$ cat src/rtl/midi_spi_event_rx.sv
// SPI MIDI receiver: synchronises SCLK/MOSI, assembles bytes, parses running-status
// MIDI into note/CC events, filters by channel and queues them in a FWFT FIFO.
module midi_spi_event_rx #(
    parameter int SYNC_STAGES = 2,
    parameter int FIFO_DEPTH  = 8,
    parameter int LVL_W       = 4
) (
    input  logic             i_clk,
    input  logic             i_reset,
    input  logic             i_SPI_sclk,
    input  logic             i_SPI_mosi,
    input  logic [15:0]      i_ch_mask,
    output logic             o_evt_valid,
    input  logic             i_evt_ready,
    output logic [1:0]       o_evt_type,
    output logic [3:0]       o_evt_ch,
    output logic [6:0]       o_evt_d1,
    output logic [6:0]       o_evt_d2,
    output logic [1:0]       o_byte_counter,
    output logic [LVL_W-1:0] o_fifo_level,
    output logic             o_overflow
);
    localparam int PW = $clog2(FIFO_DEPTH);

    typedef enum logic [1:0] {
        EVT_NOTE_OFF = 2'd0,
        EVT_NOTE_ON  = 2'd1,
        EVT_CC       = 2'd2
    } evt_type_e;

    typedef struct packed {
        evt_type_e  typ;
        logic [3:0] ch;
        logic [6:0] d1;
        logic [6:0] d2;
    } evt_t;

    logic [SYNC_STAGES-1:0] sclk_sync_q, sclk_sync_d;
    logic [SYNC_STAGES-1:0] mosi_sync_q, mosi_sync_d;
    logic                   sclk_prev_q, sclk_prev_d;
    logic [6:0]             shift_q, shift_d;
    logic [2:0]             bit_cnt_q, bit_cnt_d;
    logic                   byte_stb_q, byte_stb_d;
    logic [7:0]             byte_q, byte_d;
    logic [7:0]             rs_q, rs_d;
    logic                   rs_valid_q, rs_valid_d;
    logic [1:0]             byte_cnt_q, byte_cnt_d;
    logic [6:0]             d1_q, d1_d;
    logic                   push_q, push_d;
    evt_t                   pend_q, pend_d;
    evt_t                   mem_q [FIFO_DEPTH];
    logic [PW-1:0]          wr_ptr_q, wr_ptr_d;
    logic [PW-1:0]          rd_ptr_q, rd_ptr_d;
    logic [LVL_W-1:0]       count_q, count_d;
    logic                   overflow_q, overflow_d;
    logic                   pop, push, full, wr_en;
    evt_t                   head;

    always_comb begin
        sclk_sync_d = {sclk_sync_q[SYNC_STAGES-2:0], i_SPI_sclk};
        mosi_sync_d = {mosi_sync_q[SYNC_STAGES-2:0], i_SPI_mosi};
        sclk_prev_d = sclk_sync_q[SYNC_STAGES-1];
        shift_d     = shift_q;
        bit_cnt_d   = bit_cnt_q;
        byte_stb_d  = 1'b0;
        byte_d      = byte_q;
        if (sclk_sync_q[SYNC_STAGES-1] && !sclk_prev_q) begin
            // 3-bit count wraps to 0 on the 8th bit
            bit_cnt_d = bit_cnt_q + 3'd1;
            shift_d   = {shift_q[5:0], mosi_sync_q[SYNC_STAGES-1]};
            if (bit_cnt_q == 3'd7) begin
                byte_stb_d = 1'b1;
                byte_d     = {shift_q, mosi_sync_q[SYNC_STAGES-1]};
            end
        end
    end

    always_comb begin
        rs_d       = rs_q;
        rs_valid_d = rs_valid_q;
        byte_cnt_d = byte_cnt_q;
        d1_d       = d1_q;
        push_d     = 1'b0;
        pend_d     = pend_q;
        if (byte_stb_q) begin
            if (byte_q[7]) begin
                if (byte_q[7:4] != 4'hF) begin
                    rs_d       = byte_q;
                    rs_valid_d = 1'b1;
                    byte_cnt_d = 2'd0;
                end else if (!byte_q[3]) begin
                    rs_valid_d = 1'b0;
                    byte_cnt_d = 2'd0;
                end
            end else if (rs_valid_q) begin
                if (byte_cnt_q == 2'd0) begin
                    d1_d       = byte_q[6:0];
                    byte_cnt_d = (rs_q[7:5] == 3'b110) ? 2'd0 : 2'd1;
                end else begin
                    byte_cnt_d = 2'd0;
                    pend_d.ch  = rs_q[3:0];
                    pend_d.d1  = d1_q;
                    pend_d.d2  = byte_q[6:0];
                    case (rs_q[7:4])
                        4'h8: begin push_d = 1'b1; pend_d.typ = EVT_NOTE_OFF; end
                        4'h9: begin
                            push_d     = 1'b1;
                            pend_d.typ = (byte_q[6:0] == 7'd0) ? EVT_NOTE_OFF : EVT_NOTE_ON;
                        end
                        4'hB: begin push_d = 1'b1; pend_d.typ = EVT_CC; end
                        default: push_d = 1'b0;
                    endcase
                end
            end
        end
    end

    // Channel mask is applied in the push cycle, not when the message completes
    always_comb begin
        pop        = (count_q != '0) && i_evt_ready;
        push       = push_q && i_ch_mask[pend_q.ch];
        full       = (count_q == LVL_W'(FIFO_DEPTH));
        wr_en      = push && (!full || pop);
        wr_ptr_d   = wr_en ? wr_ptr_q + 1'b1 : wr_ptr_q;
        rd_ptr_d   = pop ? rd_ptr_q + 1'b1 : rd_ptr_q;
        count_d    = count_q + {{(LVL_W-1){1'b0}}, wr_en} - {{(LVL_W-1){1'b0}}, pop};
        overflow_d = overflow_q | (push && full && !pop);
    end

    always_ff @(posedge i_clk or posedge i_reset) begin
        if (i_reset) begin
            sclk_sync_q <= '0;
            mosi_sync_q <= '0;
            sclk_prev_q <= 1'b0;
            shift_q     <= '0;
            bit_cnt_q   <= '0;
            byte_stb_q  <= 1'b0;
            byte_q      <= '0;
            rs_q        <= '0;
            rs_valid_q  <= 1'b0;
            byte_cnt_q  <= '0;
            d1_q        <= '0;
            push_q      <= 1'b0;
            pend_q      <= '0;
            wr_ptr_q    <= '0;
            rd_ptr_q    <= '0;
            count_q     <= '0;
            overflow_q  <= 1'b0;
        end else begin
            sclk_sync_q <= sclk_sync_d;
            mosi_sync_q <= mosi_sync_d;
            sclk_prev_q <= sclk_prev_d;
            shift_q     <= shift_d;
            bit_cnt_q   <= bit_cnt_d;
            byte_stb_q  <= byte_stb_d;
            byte_q      <= byte_d;
            rs_q        <= rs_d;
            rs_valid_q  <= rs_valid_d;
            byte_cnt_q  <= byte_cnt_d;
            d1_q        <= d1_d;
            push_q      <= push_d;
            pend_q      <= pend_d;
            wr_ptr_q    <= wr_ptr_d;
            rd_ptr_q    <= rd_ptr_d;
            count_q     <= count_d;
            overflow_q  <= overflow_d;
        end
    end

    always_ff @(posedge i_clk or posedge i_reset) begin
        if (i_reset) begin
            for (int unsigned i = 0; i < FIFO_DEPTH; i++) mem_q[i] <= '0;
        end else if (wr_en) begin
            mem_q[wr_ptr_q] <= pend_q;
        end
    end

    assign head           = mem_q[rd_ptr_q];
    assign o_evt_valid    = (count_q != '0);
    assign o_evt_type     = head.typ;
    assign o_evt_ch       = head.ch;
    assign o_evt_d1       = head.d1;
    assign o_evt_d2       = head.d2;
    assign o_byte_counter = byte_cnt_q;
    assign o_fifo_level   = count_q;
    assign o_overflow     = overflow_q;
endmodule

$ cat config.mk
export PLATFORM = sky130hd
export DESIGN_NAME = midi_spi_event_rx
export DESIGN_NICKNAME = d
export VERILOG_FILES = /design/src/rtl/midi_spi_event_rx.sv
export SDC_FILE = /design/constraint.sdc
export NUM_CORES = 1
export LEC_CHECK = 0
export ABC_AREA = 1
export CAP_MARGIN = 0
export CORE_UTILIZATION = 44
export CTS_CLUSTER_DIAMETER = 40
export DETAILED_ROUTE_END_ITERATION = 6
export DONT_BUFFER_PORTS = 1
export SETUP_SLACK_MARGIN = 0.3
export SLEW_MARGIN = 40
export SYNTH_ARGS = -nofsm -noshare
export SYNTH_HDL_FRONTEND = slang
export SYNTH_SLANG_ARGS = --single-unit
$ cat constraint.sdc
create_clock -name i_clk -period 9.95 [get_ports i_clk]
set_input_delay 2.4875 -clock i_clk [delete_from_list [all_inputs] [get_ports i_clk]]
set_output_delay 2.4875 -clock i_clk [all_outputs]
set_load 0.1 [all_outputs]
==> out/summary.txt <==
# IOs -> 49
RSZ-0062 raised after global routing -> false
DP Area -> 11120 um2
Net Count, Synth -> 1389
Total Nets Final -> 1376
GRT Overall Usage -> 24.06%
Worst-Skew Late Latency -> 0.52 ns
Worst EP arrival -> 3.02 ns
pwr dens -> 304.9 nW/um2
register area share after synthesis -> 54.34%
Yosys cell types -> 34
Hold Path Class -> reg2reg
Max H-tree Level -> 2
Layout area overhead -> 15.80%
Synth area leaders -> dfrtp_1 54%, nand2_1 20%, o21ai_0 5.6%, nor2_1 5.4%, inv_1 2.1%
Post-CTS Hold Fix Bufs -> 0
num rows -> 56
setup bufs post-CTS -> 0
Worst setup EP type -> primary output
period utilization -> 55.30%
width of the die -> 158.2 um
Sink Count -> 233
most numerous cell in the Yosys netlist -> nand2_1
Synth Register Bits -> 233
antenna violations before repair -> 0
largest area contributor in the synthesized netlist -> dfrtp_1
f_max -> 181.7 MHz
Worst slew margin -> 49.59%
post-detail-place hpwl -> 17270 um
TritonCTS clock tree -> yes
Port-buffer cells -> 0
Detail Route Antenna Nets -> 0
maxcap violations -> 0
DRC viols -> 0
CTS Buf Count -> 38
initial DRC count -> 625
grt ovf -> 0
post-route design area -> 12430 um2
Ant. Diodes -> 0
clock slew at reported path FFs -> 0.05 ns
element type at the critical path start -> flop
initial core utilization -> 45.31%
Power, Total -> 3.788 mW
vias -> 8699
wire length per cell -> 16.73 um
ys flop type -> dfrtp_1
Filler Cell Count -> 2334
Slew Viols, Final -> 0
post-CTS sizing -> 0
largest net degree at the start of global routing -> 89
Bufs on Longest Clock Path -> 3
final count of hold timing violations -> 0
Root Driver -> clkbuf_16
die extent in y -> 158.2 um
Die ar. -> 25020 um2
drt pass-1 iters -> 5
Worst Path Class, Setup -> reg2out
utilization after layout -> 52.47%
CORE AREA -> 23680 um2
top cell type's share of synthesized area -> 54.34%
synthesized area per cell -> 7.907 um2
CP max FO -> 42
number of synthesized flops with an enable pin -> 0
# setup viols final -> 0
ratio of cells with drive above 1 in the final layout -> 11.08%
IR drop worst, VDD -> 0.2796 mV
drt total wl -> 28290 um
Final Critical Period -> 5.503 ns
vias per cell -> 5.144
leakage -> 6.431 nW
Placer Congestion -> 0.8027
cell count after synthesis -> 1357
setup TNS -> 0 ns
outcome -> completed
first-pass GRT wire length -> 46450 um
list of most frequent post-synthesis cells -> 579 x nand2_1, 233 x dfrtp_1, 155 x nor2_1
Post-synth ARST share -> 100.0%
vias in the first global route -> 8430
CP required -> 7.46 ns
post-synthesis cell area -> 10730 um2
Ys Warns -> 0
Clock Skew -> 0.01271 ns
Slew @ Worst Pin -> 0.7553 ns
-- report_power, final --
group / total, mW / switching, mW / internal, mW
logic: 1.38 / 1.06 / 0.316
clock network: 1.32 / 0.476 / 0.844
registers: 1.09 / 0.0998 / 0.991
total: 3.79 / 1.64 / 2.15
-- critical path, stage by stage (launching register included) --
cell     delay (ns)
dfrtp_1        0.36
buf_4          0.27
inv_1          0.62
buf_4          0.37
o21ai_0        0.12
o22ai_1        0.14
nor2_1         0.07
a31oi_2        0.20
buf_4          0.32
-- cell families (layout without fill, tap and decap cells) --
| logic type | count (synthesis) | count (layout) | synth area share, % |
|---|---|---|---|
| AOI/OAI and AO/OA | 171 | 171 | 8.617 |
| and+or+nand+nor | 778 | 778 | 28.47 |
| DFF | 233 | 233 | 54.34 |
| xor gates and xnor gates | 7 | 7 | 0.5714 |
| adders and majority gates | 11 | 11 | 1.353 |
| buffers and inverters | 156 | 171 | 6.611 |
| other | 1 | 1 | 0.03495 |
-- through the flow --
stage / worst slack, ns / instances / hold WS, ns
after CTS: 4.459 / 1691 / 0.3483
after detailed placement: 5.013 / 1623 / 0.3362
final: 4.447 / 1691 / 0.3465
after floorplan: 1.073 / 1357 / 0.3312
after global placement: 5.022 / 1618 / 0.3323
after global routing: 4.212 / 1691 / 0.3494
-- layer usage --
layer | routed length [um] | global-route usage [%] | vias up
li1 | - | - | 4219
met1 | 12900 | 33.73 | 4190
met2 | 13090 | 37.47 | 235
met3 | 1578 | 3.887 | 55
met4 | 718 | 9.020 | 0
met5 | 0 | 0 | -
-- sequential cells by signal, summed over array words and instances (netlist names), 2 cells and up --
name,flops
rs_q,8
pend_q,20
wr_ptr_q,3
o_fifo_level,4
sclk_sync_q,2
byte_q,8
rd_ptr_q,3
shift_q,7
mem_q,160
d1_q,7
mosi_sync_q,2
bit_cnt_q,3
-- path summary, 6_finish.rpt --
kind                                      start         endpoint  slack [ns]  cells past startpoint
max in group asynchronous               i_reset        mem_q[30]        6.93                      2
worst max-delay path                rd_ptr_q[1]      o_evt_d2[0]        4.45                      8
worst min register to register   mosi_sync_q[0]   mosi_sync_q[1]        0.35                      0
worst min-delay path             mosi_sync_q[0]   mosi_sync_q[1]        0.35                      0
worst max register to register  o_fifo_level[2]  o_fifo_level[2]        6.57                     12
min in group asynchronous               i_reset       pend_q[14]        1.91                      1
-- placed cells by master, fill, tap and decap left out, types with 3 or more instances in the layout --
cell type	netlist	final
nor2_1	155	154
xnor2_1	3	3
clkinvlp_4	0	4
nor2_4	4	4
o21ai_0	119	119
clkinv_4	0	4
dfrtp_1	233	226
nand4_1	10	10
buf_4	2	35
clkbuf_16	0	38
o22ai_1	20	20
inv_1	61	59
nand3_1	13	13
clkbuf_8	0	8
o31ai_1	3	3
ha_1	10	10
dfrtp_2	0	7
nor3_1	9	9
inv_6	0	3
a31oi_2	0	20
bufinv_16	0	3
nand3_2	3	3
nand2_1	579	578
a21oi_1	6	6
xor2_1	4	4
buf_6	11	5
clkinv_2	0	5
-- final cells by class --
class                           count  area (um2)  share of cell area [%]
Clock inverter                     21       234.0                   1.883
Clock buffer                       47        1065                   8.569
Sequential cell                   233        5839                   46.99
Inverter                           63       249.0                   2.004
Timing Repair Buffer               40       319.1                   2.568
Multi-Input combinational cell    968        4320                   34.77
Tap cell                          319       399.1                   3.212
Power figures use the tool's default switching activity.
